`src/rtl/at_fetch_pc.sv`:
```
// Purpose: fetch PC register with a direct-mapped BTB that predicts every hit as taken.
// Latency: lookup is combinational from o_pc; redirects and BTB writes take effect next cycle.
// Backpressure: i_stall holds the PC, but a redirect overrides the stall; BTB updates are never blocked.
module at_fetch_pc #(
  parameter int          ENTRIES  = 16,
  parameter logic [31:0] RESET_PC = 32'h0000_0000
) (
  input  logic        i_clk,
  input  logic        i_rstn,
  input  logic        i_stall,
  input  logic        i_redirect,
  input  logic [31:0] i_redirect_pc,
  input  logic        i_upd_en,
  input  logic [31:0] i_upd_pc,
  input  logic [31:0] i_upd_target,
  output logic [31:0] o_pc,
  output logic        o_pred_taken,
  output logic [31:0] o_pred_target,
  output logic [31:0] o_hit_cnt,
  output logic [31:0] o_redir_cnt
);

  localparam int IDX = $clog2(ENTRIES);
  localparam int TW  = 30 - IDX;

  // BTB storage: only the valid bits are reset; tag/target are qualified by valid.
  logic [ENTRIES-1:0] valid;
  logic [TW-1:0]      tag_mem [ENTRIES];
  logic [29:0]        tgt_mem [ENTRIES];

  logic [IDX-1:0] lk_idx;
  logic [TW-1:0]  lk_tag;
  logic [IDX-1:0] up_idx;
  logic [TW-1:0]  up_tag;
  logic [31:0]    pc_next;
  logic           hit_inc;

  // Byte-offset bits of targets are always forced to zero, so they are dropped here.
  logic unused_low_bits;
  assign unused_low_bits = ^{i_redirect_pc[1:0], i_upd_target[1:0]};

  assign lk_idx = o_pc[IDX+1:2];
  assign lk_tag = o_pc[31:IDX+2];
  assign up_idx = i_upd_pc[IDX+1:2];
  assign up_tag = i_upd_pc[31:IDX+2];

  // Lookup sees the pre-edge array contents, so a same-cycle write is not forwarded.
  always_comb begin
    o_pred_taken  = 1'b0;
    o_pred_target = 32'h0000_0000;
    if (valid[lk_idx] && (tag_mem[lk_idx] == lk_tag)) begin
      o_pred_taken  = 1'b1;
      o_pred_target = {tgt_mem[lk_idx], 2'b00};
    end
  end

  // Next-PC select: a redirect flushes the stalled instruction, so it outranks the stall.
  always_comb begin
    pc_next = o_pc + 32'd4;
    if (i_redirect) begin
      pc_next = {i_redirect_pc[31:2], 2'b00};
    end else if (i_stall) begin
      pc_next = o_pc;
    end else if (o_pred_taken) begin
      pc_next = o_pred_target;
    end
  end

  assign hit_inc = o_pred_taken & ~i_stall & ~i_redirect;

  // Fetch PC and saturating event counters.
  always_ff @(posedge i_clk or negedge i_rstn) begin
    if (!i_rstn) begin
      o_pc        <= RESET_PC;
      o_hit_cnt   <= 32'h0000_0000;
      o_redir_cnt <= 32'h0000_0000;
    end else begin
      o_pc <= pc_next;
      if (hit_inc && (o_hit_cnt != 32'hFFFF_FFFF)) begin
        o_hit_cnt <= o_hit_cnt + 32'd1;
      end
      if (i_redirect && (o_redir_cnt != 32'hFFFF_FFFF)) begin
        o_redir_cnt <= o_redir_cnt + 32'd1;
      end
    end
  end

  // Valid bits: set on allocation, cleared only by reset.
  always_ff @(posedge i_clk or negedge i_rstn) begin
    if (!i_rstn) begin
      valid <= '0;
    end else if (i_upd_en) begin
      valid[up_idx] <= 1'b1;
    end
  end

  // Tag/target payload: last writer wins on aliasing, no replacement policy.
  always_ff @(posedge i_clk) begin
    if (i_upd_en) begin
      tag_mem[up_idx] <= up_tag;
      tgt_mem[up_idx] <= i_upd_target[31:2];
    end
  end

endmodule

```
`config.mk`:
```
export PLATFORM = sky130hd
export DESIGN_NAME = at_fetch_pc
export DESIGN_NICKNAME = d
export VERILOG_FILES = /design/src/rtl/at_fetch_pc.sv
export SDC_FILE = /design/constraint.sdc
export NUM_CORES = 1
export LEC_CHECK = 0
export CAP_MARGIN = 20
export CORE_ASPECT_RATIO = 1.1
export CORE_UTILIZATION = 48
export DETAILED_ROUTE_END_ITERATION = 7
export GPL_TIMING_DRIVEN = 0
export PLACE_DENSITY = 0.75
export SLEW_MARGIN = 5
export SYNTH_ARGS = -nofsm -noshare
export SYNTH_HDL_FRONTEND = slang
export SYNTH_SLANG_ARGS = --single-unit
```
`constraint.sdc`:
```
create_clock -name i_clk -period 4.65 [get_ports i_clk]
set_input_delay 0.93 -clock i_clk [delete_from_list [all_inputs] [get_ports i_clk]]
set_output_delay 0.93 -clock i_clk [all_outputs]
set_load 0.05 [all_outputs]
```
==> qor.csv, run 1 <==
stage,metric,value,unit
timing,holdWs,193,ps
timing,rsz0062_at_grt,true,
synth,syn_area_per_cell,18.3,sq um
global_routing,antenna_found_initial,6,
synth,ys_ff_latch,1006,
synth,yosys.area.top_type,edfxtp_1,
cells_and_area,fin_nets,2764,
global_routing,grt_max_degree,60,
synth,synth_top_family_by_area,multiplexers,
critical_path,critPathMaxFanout,10,
critical_path,criticalPathCategory,reg2out,
clock_tree,htree_levels,3,
placed_design,pre_cts_ws,-1900,ps
critical_path,cp_cell_sequence,buf_12 > buf_12 > buf_12 > inv_12 > bufbuf_16 > mux2i_1 > o211ai_1 > and4_4 > o2111ai_2 > nor4_2 > nand4b_1 > buf_6 > clkbuf_16 > nor2b_4 > buf_8,
global_routing,busiest_layer,met2,
drt,wl_per_cell,31.2,um
drt,drc_errors,2,
timing,fmax,191,MHz
clock_tree,clkTransAtPathRegs,70,ps
timing,hold_viol,0,
clock_tree,cts_tree,built,
critical_path,cp.buffers_inverters,8,
cells_and_area,finish.utilization,60.1,%
pwr,ir_drop,0.000360,V
floorplanning,rows,112,
cells_and_area,register_area,29700,sq um
drt,viasPerCell,6.24,
synth,yosysWarningCount,0,
placed_design,dp_hpwl,80900,um
floorplanning,die_h,308,um
placed_design,place_congestion,0.957,
drt,vias,24291,
drt,ant_nets,0,
global_routing,grt_pass1_wl,172000,um
cells_and_area,final_common_cell,edfxtp_1,
floorplanning,dieArea,86500,sq um
critical_path,crit_top_cell,buf_12,
clock_tree,cts_max_path_buffers,3,
run_status,failed_checks,"DRC, setup timing",
synth,synth_top_area_share,65.7,%
floorplanning,start_util,48.4,%
worst_hold_path,hold_class,in2async,
run_status,status,finished with violations,
drt,drt-total-wl,122000,um
global_routing,use_met2,46.3,%
synth,synth.area.mux_share,14.9,%
synth,syn_area,41000,sq um
global_routing,first_global_vias,24356,
synth,synth.distinct_cells,76,
synth,synth-compound-area-share,3.53,%
synth,synth-xor-area-share,1.99,%
floorplanning,die_w,281,um
synth,synthSimpleGateAreaFrac,5.25,%
critical_path,cp-end-kind,output port,
timing,slew_headroom,31.7,%
global_routing,met3_usage,5.83,%
global_routing,use_met1,36.8,%
cells_and_area,fillers,5978,
critical_path,critPathTopFamily,buffers and inverters,
global_routing,overflow,0,
timing,fin_crit,5230,ps
pwr,p_leak,17.3,nW
timing,period_share,112,%
cells_and_area,areaGrowthSynthToFinish,24.2,%
clock_tree,insertion_delay,700,ps
synth,syn_inst,2241,
synth,synth-edff-count,896,
timing,final_max_slew_viol_count,0,
cells_and_area,multi_input_area,11300,sq um
synth,synth-adder-area-share,0.0916,%
pwr,p_per_area,428,nW/um^2
critical_path,cpMaxStageDelayCell,dfrtp_2,
critical_path,cp_data_required_time,3720,ps
clock_tree,cts_buffers,99,
floorplanning,core-area,84600,sq um
critical_path,cp_slowest_stage_delay,490,ps
clock_tree,cts_root_buf,clkbuf_16,
placed_design,io_buffers,218,
drt,drt_iter0_markers,3311,
critical_path,arrival,4300,ps
synth,synth.top_cells.by_area,"edfxtp_1, mux4_2, dfrtp_1",
cells_and_area,mostFrequentLayoutCells,"edfxtp_1, mux4_2, clkdlybuf4s50_1",
synth,synth.yosys.seq_area_share,72.4,%
critical_path,worstSetupStartpointType,flip-flop,
job,cap_violations,0,
clock_tree,clock_sink_count,1006,
timing,setup_viol,31,
timing,tightestPinTransition,1020,ps
floorplanning,io-pin-count,230,
timing,clock_skew,58.3,ps
cells_and_area,drive_above_1_share,27.1,%
timing,fin_ws,-578,ps
synth,synth-async-reset-ratio,10.9,%
global_routing,grt.total_usage,28.2,%
drt,drt_pre_antenna_iters,8,
synth,synthFlopType,edfxtp_1,
[cell usage after synthesis, types with 5 or more instances]
master and count:
buf_1 17, buf_2 28, and4_1 7, clkbuf_1 56
nor3_1 41, nand3_1 54, nor2b_1 28, a221oi_1 8
a21oi_1 58, and3b_1 5, inv_1 19, mux2_2 27
and2_1 6, mux4_2 211, xnor2_1 54, a211oi_1 12
mux2i_1 102, o31ai_1 8, xor2_1 39, o21ai_1 12
o21ai_0 33, nor2_1 80, edfxtp_1 896, nand3b_1 5
buf_4 16, and3_1 22, buf_6 13, nand2b_1 9
dfrtp_1 110, o21a_1 12, o22ai_1 15, nand4_1 16
nand2_1 108, a22oi_1 18, or2_2 18
[final timing paths]
path / startpoint / end / slack, ps / depth (start not counted)
min in group i_clk: valid[6] / valid[6] / 470 / 1
worst max register to register: o_pc[2] / o_pc[10] / 520 / 18
max in group asynchronous: i_rstn / o_redir_cnt[14] / 3760 / 2
worst max-delay path: o_pc[2] / o_pred_target[30] / -580 / 15
worst min register to register: valid[6] / valid[6] / 470 / 1
worst min-delay path: i_rstn / o_redir_cnt[26] / 190 / 1
[state kept, by name, summed over array words and instances, names as in the netlist]
name and cells:
o_pc 30, tag_mem 416, valid 16, tgt_mem 480
o_redir_cnt 32, o_hit_cnt 32
[final cells by class]
cell class / instances / share of cell area [%]
Tap cell: 1140 / 2.80
Multi-Input combinational cell: 1086 / 22.3
Antenna cell: 8 / 0.0393
Sequential cell: 1006 / 58.3
Timing Repair Buffer: 320 / 7.50
Inverter: 21 / 0.204
Clock inverter: 78 / 1.89
Buffer: 126 / 2.03
Clock buffer: 110 / 4.99
[report_power, final]
group	leakage (nW)	switching (W)	total (W)	internal, W
clock network	1.68	0.00359	0.00851	0.00493
logic	6.13	0.00176	0.00300	0.00124
registers	9.46	0.000182	0.0103	0.0101
[logic make-up (layout without fill, tap and decap cells)]
kind of cell | Yosys count | after routing
buffers and inverters | 152 | 655
and+or+nand+nor | 424 | 424
other | 1 | 12
AOI/OAI and AO/OA | 220 | 220
muxes | 342 | 342
DFF | 1006 | 1006
adders and majority gates | 3 | 3
xor gates and xnor gates | 93 | 93
[per-stage QoR]
step                      setup TNS [ps]  total power (W)  area (sq um)  cells
after global routing              -16520           0.0223         50900   3891
after global placement          -2907050           0.0130         44600   3602
after CTS                         -15510           0.0217         50400   3862
after detailed placement          -64830           0.0131         45800   3650
after floorplan                    -3370           0.0119         41000   2244
final                             -15200           0.0218         50900   3895
[per-layer routing]
metal | wire length (um) | vias up
li1 | - | 9820
met1 | 44100 | 12626
met5 | 13 | -
met3 | 12500 | 248
met4 | 4440 | 2
met2 | 60600 | 1595
[timing repair]
item	CTS	global route
hold buffers	0	0
gates resized for setup	438	62
setup buffers	25	25
pin swaps	22	14
setup endpoints to repair	88	31
cloned	4	0
No activity file was read; power rests on OpenSTA's default activity.
==> run 2: changes to the inputs <==
Settings changed: MAX_ROUTING_LAYER set to met4.
==> run 2 against run 1 <==
Effect of this change:
- the run still ends with DRC, setup timing left
- final area shrank 0.21%
- power fell by 0.58%
- fmax grew 0.75%
- global-route usage grew 1.0 points
- via count increased by 0.33%
- register-to-register slack barely moved
- cell count fell by 0.15%
- largest power group unchanged
==> qor.csv, run 2 (synthesized netlist as in run 1, its figures left out) <==
stage,metric,value,unit
clock_tree,insertion_delay,690,ps
global_routing,grt_max_degree,60,
cells_and_area,mostFrequentLayoutCells,"edfxtp_1, mux4_2, clkdlybuf4s50_1",
cells_and_area,finalNonFillerCells,3889,
pwr,power.switching,0.00555,W
critical_path,criticalPathCategory,reg2out,
cells_and_area,top_regs,"tgt_mem x480, tag_mem x416",
placed_design,dpl_cell_area,45800,sq um
cells_and_area,fin_nets,2762,
timing,slew_headroom,29.7,%
pwr,ir_drop,0.000320,V
drt,drc_errors,1,
drt,drt_iter0_markers,3348,
timing,fin_ws,-539,ps
pwr,p_clk_share,38.5,%
floorplanning,rows,112,
critical_path,r2r_slack,520,ps
timing,final_max_slew_viol_count,0,
drt,vias,24372,
timing,rsz0062_at_grt,true,
clock_tree,clock_sink_count,1006,
pwr,p_per_area,426,nW/um^2
timing,tightestPinTransition,1060,ps
clock_tree,cts_tree,built,
drt,drt-total-wl,122000,um
critical_path,r2r-start,o_pc[3],
critical_path,critPathMaxFanout,10,
critical_path,arrival,4260,ps
placed_design,dp_hpwl,81300,um
global_routing,grt_pass1_wl,173000,um
cells_and_area,areaGrowthSynthToFinish,24.0,%
clock_tree,htree_levels,3,
placed_design,io_buffers,218,
drt,viasPerCell,6.27,
critical_path,cpMaxStageDelayCell,clkbuf_1,
placed_design,dp.cells,3653,
clock_tree,cts_max_path_buffers,3,
timing,clock_skew,29.4,ps
timing,fin_crit,5190,ps
cells_and_area,fin_area,50800,sq um
floorplanning,die_w,281,um
critical_path,cp.buffers_inverters,7,
global_routing,grt.total_usage,29.2,%
critical_path,crit_top_cell,buf_6,
global_routing,antenna_found_initial,8,
floorplanning,core-area,84600,sq um
pwr,p_leak,17.2,nW
timing,hold_viol,0,
critical_path,cp_cell_sequence,buf_6 > buf_6 > buf_6 > buf_2 > clkbuf_2 > clkbuf_1 > a21oi_1 > nor2_4 > buf_6,
critical_path,worstSetupStartpointType,flip-flop,
drt,drt_pre_antenna_iters,8,
worst_hold_path,hold_class,in2async,
drt,wl_per_cell,31.4,um
global_routing,first_global_vias,24476,
timing,fmax,193,MHz
clock_tree,cts_buffers,100,
cells_and_area,regMostFlops,tgt_mem,
critical_path,cp-end-kind,output port,
pwr,seq_power_share,47.4,%
cells_and_area,finish.utilization,60.0,%
timing,period_share,112,%
drt,ant_nets,0,
cells_and_area,drive_above_1_share,27.5,%
pwr,intPower,0.0161,W
critical_path,ff2ff_path_depth,14,
critical_path,cp_slowest_stage_delay,680,ps
cells_and_area,largest_reg_flops,480,
timing,fin_tns_setup,-14550,ps
job,cap_violations,0,
run_status,status,finished with violations,
placed_design,place_congestion,0.956,
clock_tree,clkTransAtPathRegs,60,ps
global_routing,overflow,0,
clock_tree,cts_root_buf,clkbuf_16,
floorplanning,die_h,308,um
cells_and_area,final_common_cell,edfxtp_1,
timing,setup_viol,31,
floorplanning,io-pin-count,230,
critical_path,critPathTopFamily,buffers and inverters,
floorplanning,start_util,48.4,%
pwr,swShare,25.6,%
critical_path,cp_data_required_time,3720,ps
pwr,p_comb_share,14.1,%
run_status,failed_checks,"DRC, setup timing",
floorplanning,dieArea,86500,sq um
critical_path,rr_endpoint,o_hit_cnt[1],
## run 2: layout make-up
cell class,count,area (sq um)
inverters,21,104
clock inverters,64,778
plain buffers,128,1060
flip-flops and latches,1006,29700
multi-input cells,1086,11400
fillers,6023,33800
clock buffers,123,2640
repair buffers,315,3720
well taps,1140,1430
diodes,6,15.0
## run 2: worst max path at each step
stage	start	slack [ps]	cells after the start	end
after floorplan	o_pc[2]	-180	12	o_pred_target[29]
after global placement	i_upd_pc[3]	-3400	4	valid[15]
after detailed placement	o_pc[4]	-2030	14	o_pred_target[30]
after CTS	o_pc[3]	-530	14	o_pred_target[29]
after global routing	o_pc[3]	-600	13	o_pred_target[30]
final	o_pc[4]	-540	9	o_pred_target[13]
## run 2: what timing repair did
item	CTS	global route
gates resized for setup	446	54
cloned	3	1
hold buffers	0	0
setup buffers	32	10
setup endpoints to repair	92	31
pin swaps	16	18
## run 2: layer usage
layer	part of all wire, %	global-route usage [%]
met2	49	46.6
met5	0	-
met3	9.9	5.78
met1	37	37.2
met4	3.6	11.1
## run 2: power groups by stage
stage	Clock (W)	Sequential [W]	Combinational, W
after floorplan	0	0.0106	0.00139
after global placement	0	0.0104	0.00255
after detailed placement	0	0.0104	0.00264
after CTS	0.00836	0.0103	0.00293
after global routing	0.00875	0.0103	0.00316
final	0.00834	0.0103	0.00306
## run 2: metrics by stage
step           total power [W]  hold WS, ps  setup slack (ps)
2_1_floorplan           0.0119          434              -184
3_3_place_gp            0.0130          446             -3400
4_1_cts                 0.0216          224              -529
5_1_grt                 0.0222          253              -602
6_report                0.0217          216              -539
3_5_place_dp            0.0131          453             -2030
